$ cat config.mk
export PLATFORM = sky130hd
export DESIGN_NAME = sequenciador_instrucoes_flat
export DESIGN_NICKNAME = d
export VERILOG_FILES = /design/src/rtl/sequenciador_instrucoes_pkg.sv /design/src/rtl/sequenciador_instrucoes_if.sv /design/src/rtl/sequenciador_instrucoes_memoria_programa.sv /design/src/rtl/sequenciador_instrucoes.sv /design/src/flat_wrapper.sv
export SDC_FILE = /design/constraint.sdc
export NUM_CORES = 1
export LEC_CHECK = 0
export BUFFER_PORTS_ARGS = -buffer_cell sky130_fd_sc_hd__buf_2
export CAP_MARGIN = 25
export CORE_AREA = 2 2 299 301
export CTS_CLUSTER_SIZE = 10
export DETAILED_ROUTE_END_ITERATION = 12
export DIE_AREA = 0 0 301 303
export GPL_ROUTABILITY_DRIVEN = 0
export HOLD_SLACK_MARGIN = 0.06
export PLACE_DENSITY = 0.46
export SYNTH_ARGS = -nofsm -noshare
export SYNTH_HDL_FRONTEND = slang
export SYNTH_SLANG_ARGS = --single-unit
$ cat constraint.sdc
create_clock -name Clock -period 3.4 [get_ports Clock]
set_input_delay 0.17 -clock Clock [delete_from_list [all_inputs] [get_ports Clock]]
set_output_delay 0.17 -clock Clock [all_outputs]
set_load 0.01 [all_outputs]
$ cat src/rtl/sequenciador_instrucoes_pkg.sv
// Shared definitions for the instruction sequencer: opcodes, FSM encoding, watchdog limit.
// The watchdog limit only matters when SEQ_WATCHDOG_EN is defined.
package seq_pkg;

  localparam logic [2:0] OP_MV   = 3'b000;
  localparam logic [2:0] OP_MVI  = 3'b001;
  localparam logic [2:0] OP_ADD  = 3'b010;
  localparam logic [2:0] OP_SUB  = 3'b011;
  localparam logic [2:0] OP_HALT = 3'b111;

  localparam logic [7:0] WDOG_LIMIT = 8'd255;

  typedef enum logic [2:0] {
    S_IDLE  = 3'd0,
    S_ISSUE = 3'd1,
    S_IMM   = 3'd2,
    S_WAIT  = 3'd3,
    S_HALT  = 3'd4
  } state_t;

  function automatic logic [2:0] opcode_of(input logic [15:0] word);
    return word[8:6];
  endfunction

endpackage

$ cat src/rtl/sequenciador_instrucoes_if.sv
// Sequencer bus: processor handshake (DIN/Run/Done), control/status and program load port.
// Error exists only when SEQ_WATCHDOG_EN is defined; master = sequencer, slave = environment.
interface sequenciador_instrucoes_if #(parameter int ADDR_W = 5);

  logic              Start;
  logic              Done;
  logic              Prog_we;
  logic [ADDR_W-1:0] Prog_addr;
  logic [15:0]       Prog_data;
  logic [15:0]       DIN;
  logic              Run;
  logic [ADDR_W-1:0] PC;
  logic              Busy;
  logic              Halted;
`ifdef SEQ_WATCHDOG_EN
  logic              Error;
`endif

  modport master (
    input  Start, Done, Prog_we, Prog_addr, Prog_data,
`ifdef SEQ_WATCHDOG_EN
    output Error,
`endif
    output DIN, Run, PC, Busy, Halted
  );

  modport slave (
    output Start, Done, Prog_we, Prog_addr, Prog_data,
`ifdef SEQ_WATCHDOG_EN
    input  Error,
`endif
    input  DIN, Run, PC, Busy, Halted
  );

endinterface

$ cat src/rtl/sequenciador_instrucoes_memoria_programa.sv
// Program store: PROG_DEPTH x 16 register array, synchronous write, two asynchronous read ports
// so the current word and the following (immediate) word are visible in the same cycle.
module memoria_programa #(
  parameter int PROG_DEPTH = 32,
  parameter int ADDR_W     = 5
) (
  input  logic              clk,
  input  logic              i_we,
  input  logic [ADDR_W-1:0] i_waddr,
  input  logic [15:0]       i_wdata,
  input  logic [ADDR_W-1:0] i_raddr_a,
  input  logic [ADDR_W-1:0] i_raddr_b,
  output logic [15:0]       o_rdata_a,
  output logic [15:0]       o_rdata_b
);

  logic [15:0] r_mem [PROG_DEPTH];

  // Contents deliberately survive reset so a program can be rerun after a reset.
  always_ff @(posedge clk) begin
    if (i_we) begin
      r_mem[i_waddr] <= i_wdata;
    end
  end

  assign o_rdata_a = r_mem[i_raddr_a];
  assign o_rdata_b = r_mem[i_raddr_b];

endmodule

$ cat src/rtl/sequenciador_instrucoes.sv
// Instruction feeder: issues program words to the processor over DIN/Run and waits for Done.
// SEQ_WATCHDOG_EN adds an 8-bit wait watchdog that halts the sequencer and raises Error.
module sequenciador_instrucoes
  import seq_pkg::*;
#(
  parameter int PROG_DEPTH = 32,
  parameter int ADDR_W     = 5
) (
  input  logic                       Clock,
  input  logic                       Resetn,
  sequenciador_instrucoes_if.master  bus
);

  state_t            r_state;
  state_t            w_state_next;
  logic [ADDR_W-1:0] r_pc;
  logic [ADDR_W-1:0] w_pc_next;
  logic [ADDR_W-1:0] w_pc_plus1;
  logic [ADDR_W-1:0] w_pc_plus2;
  logic [15:0]       w_word_cur;
  logic [15:0]       w_word_imm;
  logic              w_is_halt;
  logic              w_is_mvi;
  logic              w_quiet;
  logic              w_mem_we;

`ifdef SEQ_WATCHDOG_EN
  logic [7:0]        r_wdog;
  logic [7:0]        w_wdog_next;
  logic              r_error;
  logic              w_error_next;
  logic              w_wdog_expired;
`endif

  // Width-matched adds wrap modulo PROG_DEPTH, so an mvi at the last word reads address 0.
  assign w_pc_plus1 = r_pc + ADDR_W'(1);
  assign w_pc_plus2 = r_pc + ADDR_W'(2);

  assign w_quiet  = (r_state == S_IDLE) || (r_state == S_HALT);
  assign w_mem_we = bus.Prog_we && w_quiet;

  memoria_programa #(
    .PROG_DEPTH (PROG_DEPTH),
    .ADDR_W     (ADDR_W)
  ) u_mem (
    .clk       (Clock),
    .i_we      (w_mem_we),
    .i_waddr   (bus.Prog_addr),
    .i_wdata   (bus.Prog_data),
    .i_raddr_a (r_pc),
    .i_raddr_b (w_pc_plus1),
    .o_rdata_a (w_word_cur),
    .o_rdata_b (w_word_imm)
  );

  assign w_is_halt = (opcode_of(w_word_cur) == OP_HALT);
  assign w_is_mvi  = (opcode_of(w_word_cur) == OP_MVI);

`ifdef SEQ_WATCHDOG_EN
  assign w_wdog_expired = ((r_wdog + 8'd1) == WDOG_LIMIT);
`endif

  always_ff @(posedge Clock or negedge Resetn) begin
    if (!Resetn) begin
      r_state <= S_IDLE;
      r_pc    <= '0;
`ifdef SEQ_WATCHDOG_EN
      r_wdog  <= '0;
      r_error <= 1'b0;
`endif
    end else begin
      r_state <= w_state_next;
      r_pc    <= w_pc_next;
`ifdef SEQ_WATCHDOG_EN
      r_wdog  <= w_wdog_next;
      r_error <= w_error_next;
`endif
    end
  end

  always_comb begin
    w_state_next = r_state;
    w_pc_next    = r_pc;
`ifdef SEQ_WATCHDOG_EN
    w_wdog_next  = r_wdog;
    w_error_next = r_error;
`endif
    case (r_state)
      S_IDLE, S_HALT: begin
        if (bus.Start) begin
          w_state_next = S_ISSUE;
          w_pc_next    = '0;
`ifdef SEQ_WATCHDOG_EN
          w_error_next = 1'b0;
`endif
        end
      end
      S_ISSUE: begin
`ifdef SEQ_WATCHDOG_EN
        w_wdog_next = '0;
`endif
        if (w_is_halt) begin
          w_state_next = S_HALT;
        end else if (w_is_mvi) begin
          w_state_next = S_IMM;
        end else begin
          w_state_next = S_WAIT;
        end
      end
      S_IMM, S_WAIT: begin
        if (bus.Done) begin
          w_state_next = S_ISSUE;
          w_pc_next    = (r_state == S_IMM) ? w_pc_plus2 : w_pc_plus1;
        end
`ifdef SEQ_WATCHDOG_EN
        else if (w_wdog_expired) begin
          w_state_next = S_HALT;
          w_error_next = 1'b1;
        end else begin
          w_wdog_next = r_wdog + 8'd1;
        end
`endif
      end
      default: w_state_next = S_IDLE;
    endcase
  end

  // Outputs decode state plus memory only; Done never reaches Run within a cycle.
  always_comb begin
    bus.DIN    = '0;
    bus.Run    = 1'b0;
    bus.Busy   = 1'b0;
    bus.Halted = 1'b0;
    case (r_state)
      S_ISSUE: begin
        bus.Busy = 1'b1;
        if (!w_is_halt) begin
          bus.DIN = w_word_cur;
          bus.Run = 1'b1;
        end
      end
      S_IMM: begin
        bus.Busy = 1'b1;
        bus.DIN  = w_word_imm;
      end
      S_WAIT: begin
        bus.Busy = 1'b1;
        bus.DIN  = w_word_cur;
      end
      S_HALT:  bus.Halted = 1'b1;
      default: ;
    endcase
  end

  assign bus.PC = r_pc;
`ifdef SEQ_WATCHDOG_EN
  assign bus.Error = r_error;
`endif

endmodule

$ cat src/flat_wrapper.sv
// flat-port wrapper written by rule: the top's interface ports become plain ports
module sequenciador_instrucoes_flat import seq_pkg::*;
#(
  parameter int PROG_DEPTH = 32,
  parameter int ADDR_W     = 5
)
  (Clock, Resetn, bus_Start, bus_Done, bus_Prog_we, bus_Prog_addr, bus_Prog_data, bus_DIN, bus_Run, bus_PC, bus_Busy, bus_Halted);
  sequenciador_instrucoes_if #(.ADDR_W(ADDR_W)) bus_i ();
  input  logic Clock;
  input  logic Resetn;
  input wire logic [$bits(bus_i.Start)-1:0] bus_Start;
  input wire logic [$bits(bus_i.Done)-1:0] bus_Done;
  input wire logic [$bits(bus_i.Prog_we)-1:0] bus_Prog_we;
  input wire logic [$bits(bus_i.Prog_addr)-1:0] bus_Prog_addr;
  input wire logic [$bits(bus_i.Prog_data)-1:0] bus_Prog_data;
  output wire logic [$bits(bus_i.DIN)-1:0] bus_DIN;
  output wire logic [$bits(bus_i.Run)-1:0] bus_Run;
  output wire logic [$bits(bus_i.PC)-1:0] bus_PC;
  output wire logic [$bits(bus_i.Busy)-1:0] bus_Busy;
  output wire logic [$bits(bus_i.Halted)-1:0] bus_Halted;
  assign bus_i.Start = bus_Start;
  assign bus_i.Done = bus_Done;
  assign bus_i.Prog_we = bus_Prog_we;
  assign bus_i.Prog_addr = bus_Prog_addr;
  assign bus_i.Prog_data = bus_Prog_data;
  assign bus_DIN = bus_i.DIN;
  assign bus_Run = bus_i.Run;
  assign bus_PC = bus_i.PC;
  assign bus_Busy = bus_i.Busy;
  assign bus_Halted = bus_i.Halted;
  sequenciador_instrucoes #(.PROG_DEPTH(PROG_DEPTH), .ADDR_W(ADDR_W)) u_core (.Clock(Clock), .Resetn(Resetn), .bus(bus_i));
endmodule
==> summary.txt, run 1 <==
Logic synthesis
  – Post-Syn Area per Cell: ~20 µm²
  – Register area share after synthesis: 63.6%
  – Post-synth EDFFs: 512
  – Syn. warnings: 0
  – Synthesized area: roughly 0.024 mm²
  – Post-synth cell types: 54
  – Async SR Flop Fraction: 1.54%
  – Mapped Cells: roughly 1200
  – Post-synth top area share: 62.8%
  – Syn nets: around 1300
  – Dominant cell type by area after synthesis: edfxtp_1
  – Dominant synthesized flop cell: edfxtp_1
  – Top cells by area, synth: edfxtp_1 (63%), mux4_2 (22%), mux2i_1 (4.7%)
  – Yosys reg bits: 520

Clock network
  – Root Driver: clkbuf_16
  – Clock transition at the registers of the reported paths: about 0.06 ns
  – Cts bufs inserted: 60
  – CTS Buffer Depth: 3
  – Clk_lat worst skew: ~0.63 ns
  – CTS tree: built
  – CTS H-Tree Depth: 2
  – Sink Count: 520

Timing
  – Final Max Tran Viols: 0
  – RSZ-0062 raised after global routing: yes
  – Worst hold-check slack: approximately 0.11 ns
  – Setup_tns: -3.92 ns
  – Final setup viols: 16
  – Worst-margin pin slew: about 0.81 ns
  – Clock Skew: between 0.02 and 0.025 ns
  – Period utilization: 108%
  – Slew headroom: a little under half
  – Crit path time final: approximately 3.7 ns
  – Fmax: between 200 and 300 MHz
  – Final WS setup: -0.286 ns
  – Final Hold Fails: 0

GRT
  – Largest net degree at the start of global routing: 50
  – Antenna violations before repair: 2
  – Total track usage: between 15 and 20%
  – First-pass GRT wire length: 109 mm
  – Grt total ovfl: 0
  – Vias in the first global route: about 14000

Critical path
  – Slowest cell on crit path: mux4_2
  – Critical Path Most Common Cell: mux4_2
  – Startpoint types: flip-flop
  – Crit path cell chain: ha_4 > buf_12 > buf_4 > buf_16 > mux4_2 > mux4_2 > mux2i_4 > o22ai_2 > buf_2
  – Crit Path Max Fanout: 7
  – Setup Crit Path Kind: reg2out
  – WP data required: between 3 and 4 ns
  – Critical path capture point type: output pin
  – Critical path data arrival time: 3.52 ns
  – CP peak stage delay: slightly below 0.6 ns
  – Top delay family on crit path: multiplexers
  – Buffers & Inverters on Critical Path: 4

Placement
  – PortBufs: about 50
  – Detailed Place HPWL: 48.1 mm
  – Dpl ws: 0.0298 ns
  – Placed cells: roughly 2500

Pwr
  – IR drop worst, VDD: 0.369 mV
  – Leak: roughly 9.4 nW
  – PD cells: 794 mW/mm²

Die
  – Initial Util: approximately 28%
  – Die area: about 0.091 mm²
  – Core Footprint: 0.0880 mm²
  – I/O pin cnt: 50
  – Chip width: 301 µm
  – Die Y: 303 µm
  – Cell Rows: ~110

Layout
  – Post-Layout Cell Count: approximately 2600
  – Syn-to-layout area delta: 20.9%
  – Filler cell count: 8267
  – Layout cells sized above 1: around two fifths
  – Util after Layout: ~34%
  – Final-stage net count: between 1000 and 1500

Route
  – Aggregate routed wire length: 78.2 mm
  – Antenna viol nets, final: 0
  – Initial DRC Count: 1464
  – Wirelength per Cell: between 20 and 30 µm
  – Post-route DRC: 0
  – DR pass1 iterations: 5
  – Routed via count: about 14000
  – Drt via density: about 5.4

Run status
  – Status: finished with violations
  – Violated checks: setup timing

Worst hold path
  – Hold Crit Class: in2reg

Flow run
  – Max-Cap Viols: 0
-- sequential cells by signal, indices dropped and copies added, names as in the netlist --
name / flops
u_core.bus.PC: 5
u_core.u_mem.r_mem: 512
u_core.r_state: 3
-- cells in the final DEF, fill, tap and decap left out, types with 3 or more instances in the layout --
| cell | count |
|---|---|
| a21oi_1 | 45 |
| a221o_1 | 9 |
| a22o_1 | 10 |
| a22oi_1 | 5 |
| buf_12 | 18 |
| buf_16 | 11 |
| buf_2 | 47 |
| buf_4 | 118 |
| buf_6 | 8 |
| clkbuf_1 | 11 |
| clkbuf_16 | 64 |
| clkinv_1 | 5 |
| dfrtp_1 | 4 |
| dfrtp_4 | 3 |
| dlygate4sd3_1 | 19 |
| edfxtp_1 | 512 |
| mux2_2 | 9 |
| mux2i_1 | 106 |
| mux2i_4 | 7 |
| mux4_1 | 7 |
| mux4_2 | 240 |
| nand2_1 | 22 |
| nand2b_1 | 3 |
| nand3b_1 | 4 |
| nor2_1 | 14 |
| nor2_2 | 32 |
| nor2b_1 | 4 |
| o21ai_0 | 22 |
| o221ai_1 | 22 |
| o22ai_1 | 3 |
| o22ai_2 | 8 |
-- cell type report --
type	count	area (µm²)	share of cell area (%)
clock buffers	72	1570	5.29
multi-input cells	618	8690	29.3
well taps	1165	1460	4.92
inverters	3	11.3	0.0380
clock inverters	8	76.3	0.258
repair buffers	227	2220	7.50
flip-flops and latches	520	15600	52.6
diodes	1	2.50	0.00845
-- routing by layer --
| layer | track usage [%] | part of all wire, % | vias to the layer above |
|---|---|---|---|
| li1 | - | - | 5726 |
| met1 | 24.7 | 45 | 7707 |
| met2 | 25.9 | 45 | 587 |
| met3 | 3.66 | 8.2 | 112 |
| met4 | 4.68 | 2.4 | 0 |
| met5 | 0 | 0 | - |
-- report_power, final --
group / leakage (nW) / total [mW] / switching [mW] / internal, mW
Sequential: 4.70 / 7.25 / 0.118 / 7.13
Clock: 0.797 / 5.72 / 2.46 / 3.26
Combinational: 3.86 / 10.6 / 4.98 / 5.57
Total: 9.36 / 23.5 / 7.56 / 16.0
-- what timing repair did --
| item | in CTS | in global routing |
|---|---|---|
| setup endpoints to repair | 16 | 16 |
| hold endpoints to repair | 423 | 0 |
| cloned | 7 | 3 |
| hold buffers | 19 | 0 |
| resized for setup | 48 | 14 |
| pin swaps | 7 | 3 |
| setup buffers | 17 | 6 |
-- synthesized netlist by cell type (all sizes together) (2+ instances only) --
cell and instances:
o221ai 22, mux2i 115, and2 2, nand3 3, xor2 2, nand4 2, clkbuf 28, or3 2
nand3b 5, inv 3, mux2 9, buf 64, a22oi 5, a22o 12, ha 2, nor3b 2
nand2b 3, a221o 9, nand2 23, o31ai 2, or3b 2, xnor2 3, edfxtp 512, dfrtp 8
o32ai 3, nor2b 6, a21oi 45, mux4 247, nor3 2, o21ai 22, nor2 46, o22ai 13
-- cells by family after synthesis --
group                      Yosys count  share of synthesized area, %
AOI/OAI and AO/OA                  140                          3.96
xor gates and xnor gates             5                         0.210
adders and majority gates            2                         0.102
buffers and inverters               95                          2.22
DFF                                520                          63.6
muxes                              371                          27.9
and+or+nand+nor                    100                          1.96
-- per-stage QoR --
stage               instance area (µm²)  total power, mW
floorplan                         24500             13.4
global placement                  26900             16.3
detailed placement                26900             16.3
CTS                               29400             23.5
global route                      29600             24.6
finish                            29600             23.5
-- worst paths after layout --
path                                        endpoint  cells after the start  slack [ns]         startpoint
max                                       bus_DIN[0]                      9       -0.29   u_core.bus.PC[0]
min                        u_core.u_mem.r_mem[16][4]                      1        0.11   bus_Prog_data[4]
max reg2reg                        u_core.r_state[2]                      7        0.78   u_core.bus.PC[2]
min reg2reg                        u_core.r_state[2]                      2        0.63  u_core.r_state[2]
max in group asynchronous           u_core.bus.PC[2]                      3        2.54             Resetn
min in group asynchronous          u_core.r_state[2]                      3        0.53             Resetn
Note: power is estimated with default switching activity, not from simulation.
==> run 2, diff against run 1 <==
--- a/config.mk
+++ b/config.mk
@@ -14,6 +14,8 @@
 export GPL_ROUTABILITY_DRIVEN = 0
 export HOLD_SLACK_MARGIN = 0.06
 export PLACE_DENSITY = 0.46
+export RECOVER_POWER = 100
+export SETUP_SLACK_MARGIN = 0.02
 export SYNTH_ARGS = -nofsm -noshare
 export SYNTH_HDL_FRONTEND = slang
 export SYNTH_SLANG_ARGS = --single-unit
==> run 2 against run 1 <==
The run still ends with setup timing left. Design area is 0.54% lower. Cell count unchanged. Via count decreased by 0.28%. Die area did not move. Setup slack worse by 0.0056 ns. Critical endpoint unchanged. First-iteration DRC count decreased by 4.3%. Non-clock buffer count stayed put. Clock skew down 0.00080 ns. Global-route usage unchanged. Maximum frequency decreased by 0.15%. Register-to-register slack worse by 0.27 ns.
==> summary.txt, run 2 (same netlist as run 1, synthesis figures left out) <==
Run status
  – Status: finished with violations (unchanged)
  – Violated checks: setup timing (unchanged)

Critical path
  – Critical path data arrival time: 3.52 ns (about the same)
  – RR Startpoint: u_core.r_state[1] (was u_core.bus.PC[2])
  – Reg2reg path depth: 6 (was 7)
  – Reg2Reg Capture Point: u_core.u_mem.r_mem[18][5] (was u_core.r_state[2])
  – R2R setup slack: 0.51 ns (was 0.78 ns)
  – Setup Crit Path Kind: reg2out (unchanged)
  – Crit path cell chain: ha_4 > buf_12 > buf_4 > buf_16 > mux4_2 > mux4_2 > mux2i_4 > o22ai_2 > buf_2 (unchanged)
  – WP data required: 3.23 ns (about the same)
  – Top delay family on crit path: multiplexers (unchanged)
  – Slowest cell on crit path: mux4_2 (unchanged)
  – CP peak stage delay: 0.59 ns (about the same)
  – Startpoint types: flip-flop (unchanged)
  – Critical path capture point type: output pin (unchanged)
  – Crit Path Max Fanout: 7 (unchanged)
  – Buffers & Inverters on Critical Path: 4 (unchanged)
  – Critical Path Most Common Cell: mux4_2 (unchanged)

Pwr
  – PD cells: 799 mW/mm² (was 794 mW/mm²)
  – Leak: 9.19 nW (was 9.36 nW)
  – IR drop worst, VDD: 0.369 mV (about the same)
  – Overall power: 23.5 mW (about the same)

Worst hold path
  – Hold Crit Depth: 3 (was 1)
  – Worst hold start: bus_Prog_addr[4] (was bus_Prog_data[4])
  – Hold Crit Class: in2reg (unchanged)
  – WHS Endpoint: u_core.u_mem.r_mem[17][6] (was u_core.u_mem.r_mem[16][4])

Timing
  – Final setup viols: 16 (unchanged)
  – Period utilization: 109% (was 108%)
  – Final Max Tran Viols: 0 (unchanged)
  – Setup_tns: -3.99 ns (was -3.92 ns)
  – RSZ-0062 raised after global routing: yes (unchanged)
  – Slew headroom: 5.62% (was 45.7%)
  – Worst hold-check slack: 0.193 ns (was 0.107 ns)
  – Worst-margin pin slew: 1.42 ns (was 0.811 ns)
  – Final Hold Fails: 0 (unchanged)
  – Final WS setup: -0.292 ns (was -0.286 ns)
  – Fmax: 271 MHz (about the same)
  – Crit path time final: 3.69 ns (about the same)
  – Clock Skew: 0.0197 ns (was 0.0205 ns)

GRT
  – Antenna violations before repair: 2 (unchanged)
  – Largest net degree at the start of global routing: 50 (unchanged)
  – Grt total ovfl: 0 (unchanged)
  – Total track usage: 17.1% (unchanged)
  – Vias in the first global route: 14323 (unchanged)
  – Top Usage Layer GRT: met2 (unchanged)
  – Met1 track demand over resource: 24.7% (unchanged)
  – Met2 Usage GRT: 25.9% (unchanged)
  – Met3 Use GR: 3.66% (unchanged)
  – First-pass GRT wire length: 109 mm (unchanged)

Die
  – Initial Util: 27.8% (unchanged)
  – Cell Rows: 109 (unchanged)
  – I/O pin cnt: 50 (unchanged)
  – Chip width: 301 µm (unchanged)
  – Die Y: 303 µm (unchanged)
  – Die area: 0.0912 mm² (unchanged)
  – Core Footprint: 0.0880 mm² (unchanged)

Layout
  – Area taken by multi-input logic gates: 0.00866 mm² (was 0.00869 mm²)
  – Design area: 0.0295 mm² (was 0.0296 mm²)
  – Commonest cells after routing, fill and taps aside: edfxtp_1 (512), mux4_2 (240), mux2i_1 (106) (was edfxtp_1 (512), mux4_2 (240), buf_4 (118))
  – Layout cells sized above 1: 36.8% (was 41.0%)
  – Util after Layout: 33.5% (was 33.7%)
  – Post-Layout Cell Count: 2614 (unchanged)
  – Syn-to-layout area delta: 20.3% (was 20.9%)
  – Top reg by flops: u_core.u_mem.r_mem (unchanged)
  – Final-stage net count: 1458 (unchanged)
  – Commonest non-fill, non-tap cell in the layout: edfxtp_1 (unchanged)
  – Max FFs per register: 512 (unchanged)
  – Sequential Area: 0.0156 mm² (about the same)
  – Filler cell count: 8297 (was 8267)

Placement
  – Dpl ws: 0.0298 ns (unchanged)
  – Placed Area: 0.0269 mm² (unchanged)
  – PortBufs: 49 (unchanged)
  – Detailed Place HPWL: 48.1 mm (unchanged)
  – Placed cells: 2482 (unchanged)

Clock network
  – Cts bufs inserted: 60 (unchanged)
  – Clock transition at the registers of the reported paths: 0.06 ns (about the same)
  – CTS tree: built (unchanged)
  – Sink Count: 520 (unchanged)
  – Root Driver: clkbuf_16 (unchanged)
  – CTS H-Tree Depth: 2 (unchanged)
  – Clk_lat worst skew: 0.63 ns (about the same)
  – CTS Buffer Depth: 3 (unchanged)

Route
  – Wirelength per Cell: 29.9 µm (about the same)
  – DR pass1 iterations: 5 (unchanged)
  – Antenna viol nets, final: 0 (unchanged)
  – Routed via count: 14093 (was 14132)
  – Drt via density: 5.39 (was 5.41)
  – Post-route DRC: 0 (unchanged)
  – Initial DRC Count: 1401 (was 1464)
  – Aggregate routed wire length: 78.1 mm (was 78.2 mm)

Flow run
  – Max-Cap Viols: 0 (unchanged)
-- run 2: worst register-to-register path, stage by stage (launching register included) --
cell and delay [ns]:
dfrtp_1 0.50, nor2_1 0.18, clkbuf_1 0.22, nand4b_1 0.12, clkbuf_1 0.37, nor2_1 0.27
clkbuf_1 0.82
-- run 2: worst max-delay path by stage --
| stage | startpoint | to | slack (ns) | cells past startpoint |
|---|---|---|---|---|
| 2_1_floorplan | u_core.bus.PC[0] | bus_DIN[6] | 0.67 | 7 |
| 3_3_place_gp | u_core.bus.PC[0] | bus_DIN[10] | 0.07 | 7 |
| 3_5_place_dp | u_core.bus.PC[0] | bus_DIN[10] | 0.03 | 7 |
| 4_1_cts | u_core.bus.PC[0] | bus_DIN[15] | -0.33 | 11 |
| 5_1_grt | u_core.bus.PC[0] | bus_DIN[15] | -0.38 | 11 |
| 6_report | u_core.bus.PC[0] | bus_DIN[0] | -0.29 | 9 |
-- run 2: where the power goes --
part | leakage (nW) | switching, mW | internal [mW]
Sequential | 4.70 | 0.117 | 7.14
Clock | 0.797 | 2.46 | 3.26
Combinational | 3.69 | 4.99 | 5.56
Total | 9.19 | 7.57 | 16.0
-- run 2: cell type report --
| cell class | instances | share of cell area, % |
|---|---|---|
| flip-flops and latches | 520 | 52.9 |
| multi-input cells | 618 | 29.4 |
| repair buffers | 227 | 7.11 |
| clock buffers | 72 | 5.32 |
| well taps | 1165 | 4.95 |
| clock inverters | 8 | 0.259 |
| inverters | 3 | 0.0382 |
| diodes | 1 | 0.00850 |
-- run 2: layer usage --
layer / vias up / part of all wire [%]
li1: 5731 / -
met1: 7690 / 45
met3: 108 / 7.7
met4: 0 / 2.4
met5: - / 0
met2: 564 / 45
-- run 2: timing repair --
action / 4_1_cts / 5_1_grt
pin swaps: 7 / 3
endpoints found under the hold margin: 423 / 0
buffers inserted: 17 / 6
gates resized for setup: 48 / 14
hold buffers: 19 / 0
setup endpoints to repair: 16 / 16
cloned: 7 / 3
==> run 3, diff against run 2 <==
--- a/config.mk
+++ b/config.mk
@@ -5,16 +5,18 @@
 export SDC_FILE = /design/constraint.sdc
 export NUM_CORES = 1
 export LEC_CHECK = 0
+export ABC_AREA = 1
 export BUFFER_PORTS_ARGS = -buffer_cell sky130_fd_sc_hd__buf_2
 export CAP_MARGIN = 25
-export CORE_AREA = 2 2 299 301
+export CORE_AREA = 2 2 314 316
 export CTS_CLUSTER_SIZE = 10
 export DETAILED_ROUTE_END_ITERATION = 12
-export DIE_AREA = 0 0 301 303
+export DIE_AREA = 0 0 316 318
 export GPL_ROUTABILITY_DRIVEN = 0
 export HOLD_SLACK_MARGIN = 0.06
 export PLACE_DENSITY = 0.46
 export RECOVER_POWER = 100
+export REMOVE_ABC_BUFFERS = 1
 export SETUP_SLACK_MARGIN = 0.02
 export SYNTH_ARGS = -nofsm -noshare
 export SYNTH_HDL_FRONTEND = slang
==> run 3 against run 2 <==
The run ends with capacitance limit, slew limit left. Cell count increased by 65%. Clock skew increased by 0.0012 ns. Via count increased by 58%. Highest routed layer is now met5.
==> summary.txt, run 3 <==
Logic synthesis
  – Post-Syn Area per Cell: 9.25 µm² (was 19.9 µm²)
  – Dominant cell type by area after synthesis: edfxtp_1 (unchanged)
  – Mapped Cells: 2913 (was 1233)
  – Post-synth top area share: 57.0% (was 62.8%)
  – Synthesized area: 0.0270 mm² (was 0.0245 mm²)
  – Post-synth EDFFs: 512 (unchanged)
  – Syn. warnings: 0 (unchanged)
  – Top cells by area, synth: edfxtp_1 (57%), nand3_1 (8.2%), nand2_1 (7.9%) (was edfxtp_1 (63%), mux4_2 (22%), mux2i_1 (4.7%))
  – Count leader, synth: nand2_1 (was edfxtp_1)
  – Dominant synthesized flop cell: edfxtp_1 (unchanged)
  – Post-synth cell types: 39 (was 54)
  – Ranking of synthesized cells by instance count: nand2_1 (566), edfxtp_1 (512), nand3_1 (441) (was edfxtp_1 (512), mux4_2 (240), mux2i_1 (115))
  – Register area share after synthesis: 57.8% (was 63.6%)
  – Yosys reg bits: 520 (unchanged)
  – Async SR Flop Fraction: 1.54% (unchanged)

Die
  – Core Footprint: 0.0974 mm² (was 0.0880 mm²)
  – I/O pin cnt: 50 (unchanged)
  – Chip width: 316 µm (was 301 µm)
  – Cell Rows: 115 (was 109)
  – Die Y: 318 µm (was 303 µm)
  – Initial Util: 27.7% (was 27.8%)
  – Die area: 0.100 mm² (was 0.0912 mm²)

Critical path
  – Setup Crit Path Kind: reg2out (unchanged)
  – Slowest cell on crit path: dfrtp_4 (was mux4_2)
  – Critical Path Most Common Cell: nand3_1 (was mux4_2)
  – Buffers & Inverters on Critical Path: 5 (was 4)
  – Startpoint types: flip-flop (unchanged)
  – WP data required: 3.23 ns (about the same)
  – Crit Path Max Fanout: 33 (was 7)
  – Critical path data arrival time: 3.13 ns (was 3.52 ns)
  – CP peak stage delay: 0.49 ns (was 0.59 ns)
  – Crit path cell chain: buf_12 > ha_4 > buf_4 > clkbuf_16 > o211ai_1 > nand3_1 > nand3_1 > nand3_1 > nand3_1 > nand2_1 > inv_1 > nand2_1 > clkbuf_2 (was ha_4 > buf_12 > buf_4 > buf_16 > mux4_2 > mux4_2 > mux2i_4 > o22ai_2 > buf_2)
  – Top delay family on crit path: buffers and inverters (was multiplexers)
  – Critical path capture point type: output pin (unchanged)
  – CP Launch Point: u_core.bus.PC[0] (unchanged)
  – RR Startpoint: u_core.r_state[0] (was u_core.r_state[1])

Timing
  – Worst-margin pin slew: 2.04 ns (was 1.42 ns)
  – Fmax: 303 MHz (was 271 MHz)
  – Period utilization: 97.1% (was 109%)
  – Clock Skew: 0.0209 ns (was 0.0197 ns)
  – Crit path time final: 3.30 ns (was 3.69 ns)
  – Slew headroom: -35.8% (was 5.62%)
  – RSZ-0062 raised after global routing: yes (unchanged)
  – Final Max Tran Viols: 496 (was 0)
  – Final Hold Fails: 0 (unchanged)
  – Final setup viols: 0 (was 16)
  – Final WS setup: 0.0994 ns (was -0.292 ns)
  – Setup_tns: 0 ns (was -3.99 ns)

Route
  – Post-route DRC: 0 (unchanged)
  – Initial DRC Count: 2641 (was 1401)
  – Drt via density: 5.18 (was 5.39)
  – Routed via count: 22327 (was 14093)
  – Aggregate routed wire length: 102 mm (was 78.1 mm)
  – Wirelength per Cell: 23.7 µm (was 29.9 µm)
  – Antenna viol nets, final: 0 (unchanged)
  – DR pass1 iterations: 6 (was 5)

Clock network
  – Clk_lat worst skew: 0.60 ns (was 0.63 ns)
  – Clock transition at the registers of the reported paths: 0.06 ns (about the same)
  – CTS H-Tree Depth: 3 (was 2)
  – CTS Buffer Depth: 3 (unchanged)
  – CTS tree: built (unchanged)
  – Root Driver: clkbuf_16 (unchanged)
  – Cts bufs inserted: 66 (was 60)
  – Sink Count: 520 (unchanged)

Placement
  – Dpl ws: 0.124 ns (was 0.0298 ns)
  – PortBufs: 49 (unchanged)
  – Detailed Place HPWL: 61.5 mm (was 48.1 mm)

Layout
  – Max FFs per register: 512 (unchanged)
  – Util after Layout: 32.3% (was 33.5%)
  – Syn-to-layout area delta: 16.7% (was 20.3%)
  – Top reg by flops: u_core.u_mem.r_mem (unchanged)
  – Commonest non-fill, non-tap cell in the layout: nand2_1 (was edfxtp_1)
  – Commonest cells after routing, fill and taps aside: nand2_1 (563), edfxtp_1 (512), nand3_1 (432) (was edfxtp_1 (512), mux4_2 (240), mux2i_1 (106))
  – Final-stage net count: 3008 (was 1458)
  – Layout cells sized above 1: 10.1% (was 36.8%)

GRT
  – Vias in the first global route: 20554 (was 14323)
  – Grt total ovfl: 0 (unchanged)
  – Total track usage: 19.4% (was 17.1%)
  – Antenna violations before repair: 3 (was 2)
  – First-pass GRT wire length: 143 mm (was 109 mm)
  – Largest net degree at the start of global routing: 84 (was 50)

Pwr
  – IR drop worst, VDD: 0.609 mV (was 0.369 mV)
  – Leak: 11.8 nW (was 9.19 nW)
  – Sequential share of power: 24.6% (was 30.8%)
  – Switch Pwr: 13.5 mW (was 7.57 mW)
  – Overall power: 29.4 mW (was 23.5 mW)
  – PD cells: 935 mW/mm² (was 799 mW/mm²)
  – Clk pwr share: 21.9% (was 24.3%)
  – Switching fraction of total power: 45.8% (was 32.2%)
  – Internal power: 15.9 mW (was 16.0 mW)
  – Logic pwr share: 53.5% (was 44.8%)

Run status
  – Status: finished with violations (unchanged)
  – Violated checks: capacitance limit, slew limit (was setup timing)

Worst hold path
  – Worst hold start: bus_Prog_addr[3] (was bus_Prog_addr[4])
  – Hold Crit Class: in2reg (unchanged)

Flow run
  – Max-Cap Viols: 15 (was 0)
[run 3: area by class of cell]
type                            instances  area (µm²)
Fill cell                           10069       66000
Sequential cell                       520       15600
Multi-Input combinational cell       1881        9220
Timing Repair Buffer                  207        1930
Clock buffer                           95        1850
Tap cell                             1287        1610
Inverter                              302        1170
Clock inverter                         14        68.8
Timing Repair inverter                  2        22.5
Antenna cell                            1        2.50
[run 3: path summary, 6_finish.rpt]
kind	slack, ns	cells past startpoint	end
min in group asynchronous	0.66	3	u_core.bus.PC[0]
setup / recovery	0.1	13	bus_DIN[11]
hold / removal	0.21	3	u_core.u_mem.r_mem[12][14]
max in group asynchronous	2.39	3	u_core.bus.PC[1]
setup reg to reg	0.17	6	u_core.u_mem.r_mem[30][5]
hold reg to reg	0.54	2	u_core.r_state[2]
[run 3: per-layer routing]
layer	track usage [%]	part of all wire, %	up-vias
met4	6.02	3.3	6
met3	3.25	7.2	171
met2	29.5	44	892
li1	-	-	10302
met5	0	0.033	-
met1	28.0	45	10956
[run 3: kinds of logic (layout without fill, tap and decap cells)]
logic type | Yosys count | count (layout) | synth area share (%)
buf+inv | 513 | 620 | 8.61
other cells | 0 | 1 | 0
fa+ha+maj | 2 | 2 | 0.0928
compound gates | 675 | 675 | 14.2
simple gates | 1200 | 1201 | 19.1
xor+xnor | 3 | 3 | 0.181
flops | 520 | 520 | 57.8
[run 3: worst min-delay path, cell delays in order]
cell	delay [ns]
buf_2	0.13
nand3_1	0.17
nor2_1	0.16
[run 3: timing repair]
| action | 4_1_cts | 5_1_grt |
|---|---|---|
| endpoints found under the hold margin | 11 | 0 |
| gates resized for setup | 23 | 40 |
| setup endpoints to repair | 14 | 16 |
| gates cloned | 3 | 12 |
| hold buffers | 4 | 0 |
| buffers inserted | 5 | 12 |
| pin swaps | 1 | 5 |
[run 3: per-stage QoR]
| step | cells | hold slack [ns] | cell area [µm²] |
|---|---|---|---|
| detailed placement | 4163 | 0.0577 | 29000 |
| floorplan | 2702 | -0.126 | 25800 |
| global route | 4308 | 0.200 | 31400 |
| global placement | 4163 | 0.0613 | 29000 |
| finish | 4309 | 0.210 | 31400 |
| CTS | 4284 | 0.121 | 31200 |
[run 3: power by group through the flow]
stage	combinational [mW]	sequential [mW]	clock, mW
floorplan	5.26	7.71	0
global placement	14.0	7.37	0
detailed placement	14.0	7.38	0
CTS	14.5	7.26	6.57
global route	16.9	7.23	6.79
finish	15.7	7.23	6.45
